--- config.mk ---
export PLATFORM = sky130hd
export DESIGN_NAME = enc4x2_serial_flat
export DESIGN_NICKNAME = d
export VERILOG_FILES = /design/src/rtl/enc_pkg.sv /design/src/rtl/enc4x2_serial_if.sv /design/src/rtl/pri_enc4.sv /design/src/rtl/enc4x2_serial.sv /design/src/flat_wrapper.sv
export SDC_FILE = /design/constraint.sdc
export NUM_CORES = 1
export LEC_CHECK = 0
export BUFFER_PORTS_ARGS = -buffer_cell sky130_fd_sc_hd__buf_4
export CAP_MARGIN = 20
export CORE_AREA = 2 2 39 41
export DETAILED_ROUTE_END_ITERATION = 8
export DIE_AREA = 0 0 41 43
export GPL_ROUTABILITY_DRIVEN = 1
export HOLD_SLACK_MARGIN = 0.08
export MAX_ROUTING_LAYER = met4
export PLACE_DENSITY = 0.6
export RECOVER_POWER = 50
export SLEW_MARGIN = 20
export SYNTH_ARGS = -nofsm -noshare
export SYNTH_HDL_FRONTEND = slang
export SYNTH_SLANG_ARGS = --single-unit
--- constraint.sdc ---
create_clock -name clk -period 2.96 [get_ports clk]
set_input_delay 0.148 -clock clk [delete_from_list [all_inputs] [get_ports clk]]
set_output_delay 0.148 -clock clk [all_outputs]
set_load 0.01 [all_outputs]
--- src/rtl/enc_pkg.sv ---
// rtl/enc_pkg.sv - shared types, widths and helpers for the serial 4-to-2 encoder
package enc_pkg;

    localparam int N_IN   = 4;
    localparam int CODE_W = $clog2(N_IN);

    typedef enum logic {
        IDLE = 1'b0,
        BUSY = 1'b1
    } state_t;

    function automatic logic [2:0] popcount4(input logic [3:0] v);
        return {2'b00, v[0]} + {2'b00, v[1]} + {2'b00, v[2]} + {2'b00, v[3]};
    endfunction

endpackage

--- src/rtl/enc4x2_serial_if.sv ---
// rtl/enc4x2_serial_if.sv - request-in / code-out handshake bundle for the encoder
interface enc4x2_serial_if;
    import enc_pkg::*;

    logic              in_valid;
    logic              in_ready;
    logic [N_IN-1:0]   in_d;
    logic              out_valid;
    logic              out_ready;
    logic [CODE_W-1:0] out_code;
    logic              out_last;
    logic              err_zero;

    modport master (
        output in_valid, in_d, out_ready,
        input  in_ready, out_valid, out_code, out_last, err_zero
    );

    modport slave (
        input  in_valid, in_d, out_ready,
        output in_ready, out_valid, out_code, out_last, err_zero
    );

endinterface

--- src/rtl/pri_enc4.sv ---
// rtl/pri_enc4.sv - combinational 4-input priority encoder, direction chosen by PRIO_LSB
module pri_enc4 #(
    parameter bit PRIO_LSB = 1'b1
) (
    input  logic [3:0] vec,
    output logic [1:0] idx,
    output logic       found
);

    // The last match written wins, so scan from the opposite end of the priority.
    always_comb begin
        idx   = 2'd0;
        found = |vec;
        if (PRIO_LSB) begin
            for (int i = 3; i >= 0; i--) begin
                if (vec[i]) idx = 2'(i);
            end
        end else begin
            for (int i = 0; i < 4; i++) begin
                if (vec[i]) idx = 2'(i);
            end
        end
    end

endmodule

--- src/rtl/enc4x2_serial.sv ---
// rtl/enc4x2_serial.sv - accepts a multi-hot request vector and emits each set index serially
module enc4x2_serial #(
    parameter int N_IN     = 4,
    parameter int CODE_W   = 2,
    parameter bit PRIO_LSB = 1'b1
) (
    input  logic            clk,
    input  logic            rst_n,
    enc4x2_serial_if.slave  bus
);
    import enc_pkg::*;

    state_t            state;
    logic [N_IN-1:0]   pend;
    logic [CODE_W-1:0] idx;
    logic              found;
    logic              last;
    logic              err_q;
    logic              in_xfer;
    logic              out_xfer;
    logic              in_zero;

    pri_enc4 #(.PRIO_LSB(PRIO_LSB)) u_pri (
        .vec   (pend),
        .idx   (idx),
        .found (found)
    );

    assign last     = (state == BUSY) && (popcount4(pend) == 3'd1);
    assign in_zero  = (bus.in_d == '0);

    // rst_n gates in_ready so nothing is accepted while the block is held in reset.
    assign bus.in_ready = rst_n && ((state == IDLE) || (last && bus.out_ready));
    assign in_xfer      = bus.in_valid && bus.in_ready;
    assign out_xfer     = bus.out_valid && bus.out_ready;

    assign bus.out_valid = (state == BUSY);
    assign bus.out_code  = found ? idx : '0;
    assign bus.out_last  = last;
    assign bus.err_zero  = err_q;

    always_ff @(posedge clk or negedge rst_n) begin
        if (!rst_n) begin
            state <= IDLE;
            pend  <= '0;
            err_q <= 1'b0;
        end else begin
            err_q <= in_xfer && in_zero;
            case (state)
                IDLE: begin
                    if (in_xfer && !in_zero) begin
                        pend  <= bus.in_d;
                        state <= BUSY;
                    end
                end
                BUSY: begin
                    if (out_xfer) begin
                        if (last) begin
                            // A vector arriving on the final beat reloads without an idle bubble.
                            if (in_xfer && !in_zero) begin
                                pend <= bus.in_d;
                            end else begin
                                pend  <= '0;
                                state <= IDLE;
                            end
                        end else begin
                            pend[idx] <= 1'b0;
                        end
                    end
                end
                default: begin
                    state <= IDLE;
                    pend  <= '0;
                end
            endcase
        end
    end

endmodule

--- src/flat_wrapper.sv ---
// flat-port wrapper written by rule: the top's interface ports become plain ports
module enc4x2_serial_flat import enc_pkg::*;
#(
    parameter int N_IN     = 4,
    parameter int CODE_W   = 2,
    parameter bit PRIO_LSB = 1'b1
)
  (clk, rst_n, bus_in_valid, bus_in_d, bus_out_ready, bus_in_ready, bus_out_valid, bus_out_code, bus_out_last, bus_err_zero);
  enc4x2_serial_if bus_i ();
  input  logic clk;
  input  logic rst_n;
  input wire logic [$bits(bus_i.in_valid)-1:0] bus_in_valid;
  input wire logic [$bits(bus_i.in_d)-1:0] bus_in_d;
  input wire logic [$bits(bus_i.out_ready)-1:0] bus_out_ready;
  output wire logic [$bits(bus_i.in_ready)-1:0] bus_in_ready;
  output wire logic [$bits(bus_i.out_valid)-1:0] bus_out_valid;
  output wire logic [$bits(bus_i.out_code)-1:0] bus_out_code;
  output wire logic [$bits(bus_i.out_last)-1:0] bus_out_last;
  output wire logic [$bits(bus_i.err_zero)-1:0] bus_err_zero;
  assign bus_i.in_valid = bus_in_valid;
  assign bus_i.in_d = bus_in_d;
  assign bus_i.out_ready = bus_out_ready;
  assign bus_in_ready = bus_i.in_ready;
  assign bus_out_valid = bus_i.out_valid;
  assign bus_out_code = bus_i.out_code;
  assign bus_out_last = bus_i.out_last;
  assign bus_err_zero = bus_i.err_zero;
  enc4x2_serial #(.N_IN(N_IN), .CODE_W(CODE_W), .PRIO_LSB(PRIO_LSB)) u_core (.clk(clk), .rst_n(rst_n), .bus(bus_i));
endmodule
==> summary.txt, run 1 <==
Worst setup path
  – RR Endpoint: u_core.pend[2]$_DFFE_PN0P_
  – Worst Setup Path Type: flop to output pin
  – Worst reg-to-reg path cell count: 10
  – Critical Path Most Common Cell: inv_1
  – CP Max Fanout: 9
  – Launch point of the worst reg-to-reg path: u_core.pend[0]$_DFFE_PN0P_
  – Reg2Reg Setup Slack: ~480 ps
  – CP max stage cell: dfrtp_1
  – Number of cells on the critical path: 10
  – WP data arrival: 2570 ps
  – Worst stage delay on the critical path: 400 ps
  – Worst setup EP type: output pin
  – Critical Path RT: 2810 ps
  – Top Family by Delay on Critical Path: adder cells
  – Buf/Inv on CP: 4
  – Worst-path cell chain: inv_1 -> ha_1 -> inv_1 -> fa_1 -> inv_1 -> ha_1 -> nor3_4 -> a21o_1 -> and2_1 -> buf_4
  – CP Launch Type: flop

Pwr
  – P_leak: ~0.28 nW
  – Power Dens Cells: roughly 1100 mW/mm2
  – Sw frac: around 45%
  – Total power: 0.633 mW
  – Cell Int Power: 0.349 mW
  – Peak supply drop: ~0.00044 V
  – Psw: between 0.2 and 0.3 mW
  – Comb pwr share: approximately two thirds
  – Clock Power Share: between 10% and 20%
  – Flop pwr share: a little under a quarter

Final layout
  – Storage cell area: 150 um2
  – Ant diodes: 0
  – Synth-to-layout area growth: 29.8%
  – Fin nets: roughly 80
  – Share of layout cells above drive strength 1: a little under a quarter
  – Fillcell total: between 100 and 150
  – Most common cell after layout, fill and taps aside: buf_4
  – Commonest non-fill, non-tap cells in the layout: 9 x buf_4, 7 x inv_1, 6 x dfrtp_1
  – Multi-input gate area: 288 um2
  – Post-route cell area: about 600 um2

Timing
  – Relative slew slack: approximately 72%
  – Final hold slack: between 150 and 200 ps
  – Fmax: 0.368 GHz
  – Final hold violations: 0
  – Final setup fails: 0
  – Fin crit share: slightly above 90%
  – Post-route setup TNS: 0 ps
  – Tmin final: approximately 2700 ps
  – Final setup skew: 1.93 ps
  – RSZ-0062 raised after global routing: no
  – Slew Limit Fails: 0
  – Slew @ Worst Pin: between 400 and 500 ps
  – Post-route setup slack: about 240 ps

Synthesis
  – Syn Inst Count: a little under 50
  – Synthesized area per cell: 9.42 um2
  – Mapped Area: between 400 and 500 um2
  – Netlist cell types: 28
  – Synth Warn #: 0
  – Sequential fraction of the synthesis area: 32.5%
  – Synthesized Nets: between 60 and 70
  – Yosys reg bits: 6

Place
  – Post-place setup slack: between 300 and 400 ps
  – DP Area: about 580 um2
  – I/O Buffers: 13
  – HPWL Detailed: 850 um
  – Routability cong.: 0.825

Route
  – Vias per inst: 5.48
  – Via count: between 400 and 500
  – Final WL: about 1.1 mm
  – Initial DRC Count: 16
  – Drc violations: 0
  – Routed Antenna Nets: 0
  – WL/cell: approximately 13 um
  – First-pass detailed-route iteration total: 4

GRT
  – Overall Global Routing Usage: roughly 16%
  – Vias in the first global route: between 400 and 500
  – Initial antenna violation count: 0
  – First-pass GRT wire length: between 1.5 and 2 mm
  – Largest net degree at the start of global routing: 10
  – GRT overflow: 0

Floorplan
  – Row count: 14
  – Core area: between 0.001 and 0.0015 mm2
  – Ports: 14
  – Die Ht: between 40 and 50 um
  – Die ar.: 0.00176 mm2
  – Starting Density: approximately 33%
  – Die X: around 41 um

CTS
  – CTS tree: done
  – Post-CTS setup buffers: 0
  – CTS max path bufs: 2
  – Worst skew pair latency: around 240 ps
  – CTS Buf Count: 3
  – Clock-pin slew on the worst setup and hold paths: roughly 40 ps
  – H-tree levels: 1
  – Clock root buffer: clkbuf_4
  – Num Clock Sinks: 6

Hold path
  – Hold Path Cell Cnt: 2
  – Hold Path End: u_core.pend[2]$_DFFE_PN0P_
  – Hold Crit Class: input port to flop
  – HP Start: bus_in_d[2]

Job
  – Max-Cap Viols: 0

Run status
  – Status: complete, no violations
[worst max path at each step]
stage,from,slack [ps],endpoint
global route,u_core.pend[1]$_DFFE_PN0P_,50,bus_in_ready
CTS,u_core.pend[0]$_DFFE_PN0P_,120,bus_in_ready
floorplan,u_core.pend[0]$_DFFE_PN0P_,590,u_core.pend[2]$_DFFE_PN0P_
global placement,u_core.pend[0]$_DFFE_PN0P_,430,u_core.pend[2]$_DFFE_PN0P_
detailed placement,u_core.pend[0]$_DFFE_PN0P_,380,u_core.pend[2]$_DFFE_PN0P_
finish,u_core.pend[0]$_DFFE_PN0P_,240,bus_in_ready
[power by group through the flow]
stage | Sequential, mW | Combinational, mW | Clock [mW]
5_1_grt | 0.150 | 0.469 | 0.0848
4_1_cts | 0.145 | 0.403 | 0.0804
3_5_place_dp | 0.146 | 0.401 | 0
6_report | 0.145 | 0.413 | 0.0754
2_1_floorplan | 0.140 | 0.264 | 0
3_3_place_gp | 0.147 | 0.392 | 0
[worst register-to-register path: cells and delay by family (launching register included)]
kind / cells / cell delay [ps]
flops: 1 / 400
fa+ha+maj: 3 / 880
simple gates: 1 / 340
compound gates: 3 / 550
buf+inv: 3 / 210
[what timing repair did]
action | CTS | global route
hold buffers | 1 | 0
setup endpoints to repair | 0 | 1
gates resized for setup | 0 | 1
hold endpoints to repair | 6 | 0
[flip-flops by register name, indices dropped and copies added, names as in the netlist]
signal and count:
u_core.bus.err_zero 1, u_core.bus.out_valid 1, u_core.pend 4
[layer usage]
metal  share of wire [%]  GRT usage, %  vias up
li1                    -             -      215
met1                  50          21.6      207
met2                  43          21.6       20
met3                 6.8          1.57        2
met4                0.47          10.0        0
met5                   0             -        -
[synthesized netlist by cell type]
master / n / share of area [%]
inv_1: 7 / 5.7
nor2_1: 2 / 1.6
clkbuf_1: 1 / 0.81
a21o_1: 1 / 1.6
a22oi_2: 1 / 2.7
fa_1: 1 / 4.3
and2_1: 2 / 2.7
nand3b_1: 1 / 1.6
a21boi_0: 1 / 1.6
ha_1: 3 / 8.1
a211oi_1: 1 / 1.6
a2111oi_0: 1 / 1.9
o21ai_1: 1 / 1.1
o21a_1: 2 / 3.3
a32o_1: 2 / 4.3
nand3_1: 1 / 1.1
and3b_1: 1 / 1.9
a221o_1: 2 / 4.3
o22ai_1: 1 / 1.4
nor3_2: 1 / 2.2
a311oi_1: 1 / 1.9
and2_0: 1 / 1.4
and3_1: 1 / 1.4
dfrtp_1: 6 / 33
a21oi_1: 2 / 2.2
nand2_1: 3 / 2.4
or4_4: 1 / 2.4
a41oi_1: 1 / 1.9
[cells by family after synthesis]
kind of cell | synth area share (%)
AO/OA/AOI/OAI | 29.8
AND/OR/NAND/NOR | 18.7
buffers and inverters | 6.50
flip-flops | 32.5
adder cells (fa/ha/maj) | 12.5
[area by class of cell]
cell class	count	share of cell area [%]
inverters	7	4.38
well taps	16	3.34
flip-flops and latches	6	25.1
repair buffers	14	15.4
clock buffers	3	3.76
multi-input cells	35	48.0
[through the flow]
stage,utilization [%],instances
2_1_floorplan,-,49
3_3_place_gp,41.6,77
3_5_place_dp,41.6,77
4_1_cts,43.9,81
5_1_grt,43.3,81
6_report,43.3,81
Power figures use the tool's default switching activity.
==> run 2, diff against run 1 <==
--- a/config.mk
+++ b/config.mk
@@ -15,6 +15,7 @@
 export MAX_ROUTING_LAYER = met4
 export PLACE_DENSITY = 0.6
 export RECOVER_POWER = 50
+export SETUP_SLACK_MARGIN = 0.5
 export SLEW_MARGIN = 20
 export SYNTH_ARGS = -nofsm -noshare
 export SYNTH_HDL_FRONTEND = slang
==> run 2 against run 1 <==
Effect of this change:
- register-to-register slack better by 150 ps
- global-route usage up 1.3 points
- fmax up 14%
- utilization up 6.5 points
- combinational power up 48%
- die area unchanged
- wire length up 17%
- largest cell class unchanged
==> summary.txt, run 2 (synthesis results as in run 1) <==
Run status
  – Status: complete, no violations

Hold path
  – Hold Crit Class: input port to flop

Route
  – Vias per inst: 5.56
  – Met3 WL: 85 um
  – WL/cell: between 10 and 15 um
  – Final WL: about 1.3 mm
  – M1 WL: approximately 570 um
  – Routed Antenna Nets: 0
  – Initial DRC Count: 20
  – First-pass detailed-route iteration total: 4
  – Via count: between 400 and 500
  – Top Metal Used: met4
  – Wire length on met2: about 570 um
  – Drc violations: 0

Worst setup path
  – WP data arrival: roughly 2200 ps
  – Buf/Inv on CP: 4
  – Worst setup EP type: output pin
  – CP Launch Type: flop
  – Critical Path RT: about 2800 ps
  – Worst Setup Path Type: flop to output pin
  – Worst-path cell chain: inv_2 -> ha_4 -> inv_2 -> fa_2 -> inv_2 -> ha_4 -> nor3_4 -> a21o_1 -> and2_4 -> buf_6
  – Top Family by Delay on Critical Path: adder cells
  – CP max stage cell: dfrtp_1
  – CP Max Fanout: 4
  – Worst stage delay on the critical path: 390 ps
  – Critical Path Most Common Cell: inv_2

CTS
  – CTS max path bufs: 2
  – H-tree levels: 1
  – Clock root buffer: clkbuf_4
  – CTS Buf Count: 3
  – Num Clock Sinks: 6
  – Worst skew pair latency: around 250 ps
  – Clock-pin slew on the worst setup and hold paths: around 40 ps
  – CTS tree: done

Final layout
  – Fillcell total: between 100 and 150
  – Share of layout cells above drive strength 1: 41.7%
  – Fin nets: 86
  – Storage cell area: roughly 150 um2
  – Largest register FFs: 4
  – Ant diodes: 0
  – Commonest non-fill, non-tap cells in the layout: 14 x buf_4, 6 x dfrtp_1, 4 x inv_2, 4 x clkbuf_1
  – Multi-input gate area: 318 um2
  – Synth-to-layout area growth: 49.3%
  – Most common cell after layout, fill and taps aside: buf_4
  – Most flops, register: u_core.pend

Pwr
  – Clock Power Share: a little under a tenth
  – Sw frac: between 40% and 50%
  – Psw: between 0.3 and 0.4 mW
  – Peak supply drop: around 0.00052 V
  – Power Dens Cells: 1210 mW/mm2
  – Flop pwr share: approximately 17%
  – P_leak: about 0.31 nW
  – Cell Int Power: 0.482 mW
  – Comb pwr share: 73.7%

Place
  – Post-place setup slack: ~380 ps
  – I/O Buffers: 13
  – HPWL Detailed: between 800 and 900 um
  – Routability cong.: 0.825

Timing
  – Post-route setup slack: approximately 570 ps
  – Final setup fails: 0
  – Slew Limit Fails: 0
  – Final setup skew: between 0.9 and 1 ps
  – Slew @ Worst Pin: about 430 ps
  – Fin crit share: 80.7%
  – Fmax: between 0.4 and 0.5 GHz
  – Final hold violations: 0
  – RSZ-0062 raised after global routing: yes
  – Post-route setup TNS: 0 ps
  – Relative slew slack: between 70% and 80%
  – Tmin final: 2390 ps

Floorplan
  – Die ar.: about 0.0018 mm2
  – Starting Density: between 30% and 40%
  – Die Ht: 43 um
  – Core area: between 0.001 and 0.0015 mm2
  – Die X: a little over 40 um
  – Row count: 14
  – Ports: 14

GRT
  – GRT overflow: 0
  – Largest net degree at the start of global routing: 10
  – Overall Global Routing Usage: between 10% and 20%
  – First-pass GRT wire length: 1.97 mm
  – Initial antenna violation count: 0
  – Vias in the first global route: between 400 and 500

Job
  – Max-Cap Viols: 0
-- run 2: cell types whose count changed in the layout (fill, tap and decap cells not counted) --
cell,previous run,this run
fa_2,0,1
buf_4,9,14
ha_4,0,2
and2_1,2,1
inv_1,7,3
inv_2,0,4
buf_6,0,2
fa_1,1,0
and2_4,0,1
ha_1,3,1
-- run 2: path summary, 6_finish.rpt --
| path | slack (ps) | endpoint | startpoint | cells after the start |
|---|---|---|---|---|
| worst min register to register | 530 | u_core.pend[2]$_DFFE_PN0P_ | u_core.pend[2]$_DFFE_PN0P_ | 1 |
| max in group asynchronous | 2320 | u_core.pend[1]$_DFFE_PN0P_ | rst_n | 2 |
| worst min-delay path | 150 | u_core.pend[1]$_DFFE_PN0P_ | bus_in_d[1] | 2 |
| min in group asynchronous | 350 | u_core.bus.err_zero$_DFF_PN0_ | rst_n | 2 |
| worst max register to register | 630 | u_core.pend[2]$_DFFE_PN0P_ | u_core.pend[1]$_DFFE_PN0P_ | 11 |
| worst max-delay path | 570 | bus_in_ready | u_core.pend[1]$_DFFE_PN0P_ | 10 |
-- run 2: power by group through the flow --
| stage | combinational [mW] | clock, mW | sequential [mW] |
|---|---|---|---|
| floorplan | 0.264 | 0 | 0.140 |
| global route | 0.673 | 0.0862 | 0.145 |
| detailed placement | 0.401 | 0 | 0.146 |
| global placement | 0.392 | 0 | 0.147 |
| finish | 0.613 | 0.0772 | 0.142 |
| CTS | 0.498 | 0.0804 | 0.142 |
-- run 2: stage by stage --
stage	util [%]	cells	hold WS, ps	power, mW	instance area, um2
final	49.8	88	151	0.833	689
after global routing	49.8	88	152	0.905	689
after CTS	46.0	84	148	0.720	637
after detailed placement	41.6	77	-30.4	0.547	576
after global placement	41.6	77	-30.1	0.539	576
after floorplan	-	49	-148	0.404	462
-- run 2: area by class of cell --
class | instances | area share [%]
clock buffer | 3 | 3.27
inverter | 7 | 3.81
multi-input combinational | 35 | 46.1
sequential | 6 | 21.8
tap | 16 | 2.90
timing repair buffer | 21 | 22.1
-- run 2: per-layer routing --
| metal | track usage, % | vias to the layer above |
|---|---|---|
| met5 | - | - |
| met4 | 10.0 | 0 |
| met3 | 3.14 | 5 |
| met2 | 23.4 | 27 |
| met1 | 22.9 | 227 |
| li1 | - | 230 |
-- run 2: repair_timing --
action,in CTS,in global routing
setup buffers,3,4
pin swaps,2,2
hold endpoints to repair,6,0
resized for setup,1,10
hold buffers,1,0
setup endpoints to repair,4,4
-- run 2: worst register-to-register path, stage by stage (launching register included) --
cell	delay (ps)
dfrtp_1	390
inv_2	80
ha_4	260
inv_2	30
fa_2	320
inv_2	70
ha_4	200
nor3_4	220
buf_6	160
a2111oi_0	60
o21a_1	170
a221o_1	250
==> run 3, diff against run 2 <==
==> constraint.sdc (replaced) <==
create_clock -name clk -period 2.3 [get_ports clk]
set_input_delay 0.115 -clock clk [delete_from_list [all_inputs] [get_ports clk]]
set_output_delay 0.115 -clock clk [all_outputs]
set_load 0.01 [all_outputs]
==> run 3 against run 2 <==
Effect of this change:
- critical path depth is the same
- register-to-register slack lost 580 ps
- die area is the same
- sequential cell count is the same
- clock power grew 37%
- global-route usage grew 1.8 points
- first-iteration DRC count grew 10%
- final cell count grew 3.4%
- utilization grew 4.0 points
- critical path type unchanged
- largest power group unchanged
==> summary.txt, run 3 (synthesis results as in run 1) <==
Run status
  – Status: complete, no violations

Worst setup path
  – Reg2Reg Setup Slack: 50 ps
  – CP Max Fanout: 4
  – Launch point of the worst reg-to-reg path: u_core.pend[1]$_DFFE_PN0P_
  – Worst Setup Path Type: flop to output pin
  – Setup crit start: u_core.pend[1]$_DFFE_PN0P_
  – RR Endpoint: u_core.pend[0]$_DFFE_PN0P_
  – WP data arrival: ~2100 ps
  – Critical Path RT: about 2200 ps
  – Worst reg-to-reg path cell count: 11
  – CP Launch Type: flop
  – Worst setup EP type: output pin

Final layout
  – Commonest non-fill, non-tap cells in the layout: 18 x buf_4, 6 x dfrtp_1, 5 x buf_6
  – Synth-to-layout area growth: 61.2%
  – Post-route cell area: about 740 um2
  – Fin nets: between 80 and 90
  – Most flops, register: u_core.pend
  – Largest register FFs: 4
  – Fillcell total: ~130
  – Share of layout cells above drive strength 1: 50.7%
  – Most common cell after layout, fill and taps aside: buf_4
  – Utilization after layout: between 50% and 60%
  – Ant diodes: 0

GRT
  – Vias in the first global route: ~500
  – First-pass GRT wire length: 2.13 mm
  – Initial antenna violation count: 0
  – Largest net degree at the start of global routing: 8
  – GRT overflow: 0
  – Overall Global Routing Usage: around a fifth

Pwr
  – Psw: a little over 0.5 mW
  – Total power: 1.27 mW
  – P_leak: 0.346 nW
  – Clock Power Share: ~8.3%
  – Peak supply drop: around 0.0007 V
  – Cell Int Power: approximately 0.77 mW
  – Power Dens Cells: 1700 mW/mm2
  – Flop pwr share: roughly 14%
  – Comb pwr share: between 70% and 80%
  – Sw frac: between 30% and 40%

CTS
  – H-tree levels: 1
  – Num Clock Sinks: 6
  – Clock-pin slew on the worst setup and hold paths: roughly 50 ps
  – CTS max path bufs: 2
  – CTS Buf Count: 3
  – Worst skew pair latency: ~250 ps
  – Clock root buffer: clkbuf_4
  – CTS tree: done

Place
  – HPWL Detailed: roughly 960 um
  – Post-place setup slack: ~110 ps
  – Routability cong.: 0.846
  – I/O Buffers: 13
  – DP Area: between 600 and 700 um2

Route
  – Via count: around 520
  – Routed Antenna Nets: 0
  – First-pass detailed-route iteration total: 4
  – Initial DRC Count: 22
  – Final WL: 1.34 mm
  – WL/cell: between 10 and 15 um
  – Drc violations: 0
  – Vias per inst: about 5.7

Floorplan
  – Starting Density: about 33%
  – Row count: 14
  – Die Ht: 43 um
  – Die X: between 40 and 50 um
  – Die ar.: ~0.0018 mm2
  – Core area: approximately 0.0014 mm2
  – Ports: 14

Timing
  – Fmax: 0.444 GHz
  – Slew Limit Fails: 0
  – Final hold violations: 0
  – Post-route setup slack: about 47 ps
  – RSZ-0062 raised after global routing: yes
  – Fin crit share: 97.9%
  – Final setup fails: 0
  – Slew @ Worst Pin: 330 ps
  – Relative slew slack: between 70 and 80%
  – Final setup skew: 2.36 ps
  – Tmin final: between 2000 and 2500 ps

Job
  – Max-Cap Viols: 0

Hold path
  – Hold Path Cell Cnt: 2
  – Hold Path End: u_core.pend[1]$_DFFE_PN0P_
  – Hold Crit Class: input port to flop
  – HP Start: bus_in_d[1]
==> run 3: worst max-delay path by stage <==
| stage | end | slack [ps] | cells after the start |
|---|---|---|---|
| 6_report | bus_in_ready | 50 | 10 |
| 3_3_place_gp | u_core.pend[2]$_DFFE_PN0P_ | 130 | 10 |
| 3_5_place_dp | u_core.pend[2]$_DFFE_PN0P_ | 110 | 10 |
| 4_1_cts | bus_in_ready | -20 | 10 |
| 2_1_floorplan | u_core.pend[2]$_DFFE_PN0P_ | 160 | 10 |
| 5_1_grt | bus_in_ready | -60 | 10 |
==> run 3: power by group through the flow <==
stage          registers [mW]  clock network (mW)  logic, mW
2_1_floorplan           0.183                   0      0.417
3_3_place_gp            0.182                   0      0.718
3_5_place_dp            0.180                   0      0.728
4_1_cts                 0.180               0.102      0.979
5_1_grt                 0.185               0.112       1.07
6_report                0.180               0.106      0.984
==> run 3: stage by stage <==
stage | setup TNS, ps | std cells | hold WS, ps
2_1_floorplan | 0 | 49 | -181
3_3_place_gp | 0 | 83 | -62.3
4_1_cts | -26.9 | 91 | 119
5_1_grt | -188 | 91 | 121
6_report | 0 | 91 | 117
3_5_place_dp | 0 | 83 | -62.7
==> run 3: routing by layer <==
layer | vias to the layer above | track usage, % | wire, um
met3 | 7 | 1.57 | 90
met2 | 27 | 26.9 | 600
met5 | - | - | 0
met1 | 248 | 23.2 | 577
met4 | 0 | 16.0 | 68
li1 | 237 | - | -
==> run 3: area by class of cell <==
type                       count  area, um2  share of cell area, %
tap                           16       20.0                   2.69
inverter                       7       26.3                   3.53
sequential                     6        150                   20.2
timing repair buffer          24        201                   27.1
clock buffer                   3       22.5                   3.03
multi-input combinational     35        324                   43.5
==> run 3: worst max-delay path: stages, from the launching register on <==
cell	delay, ps
dfrtp_1	350
inv_2	60
ha_4	260
inv_2	30
fa_2	320
inv_2	70
ha_4	190
nor3_4	200
a21o_1	160
and2_1	120
buf_4	110
==> run 3: repair_timing <==
action                     CTS  global route
buffers inserted             4             0
hold endpoints to repair     6             0
gates resized for setup      8             0
hold buffers                 1             0
pin swaps                    4             2
setup endpoints to repair    8             8
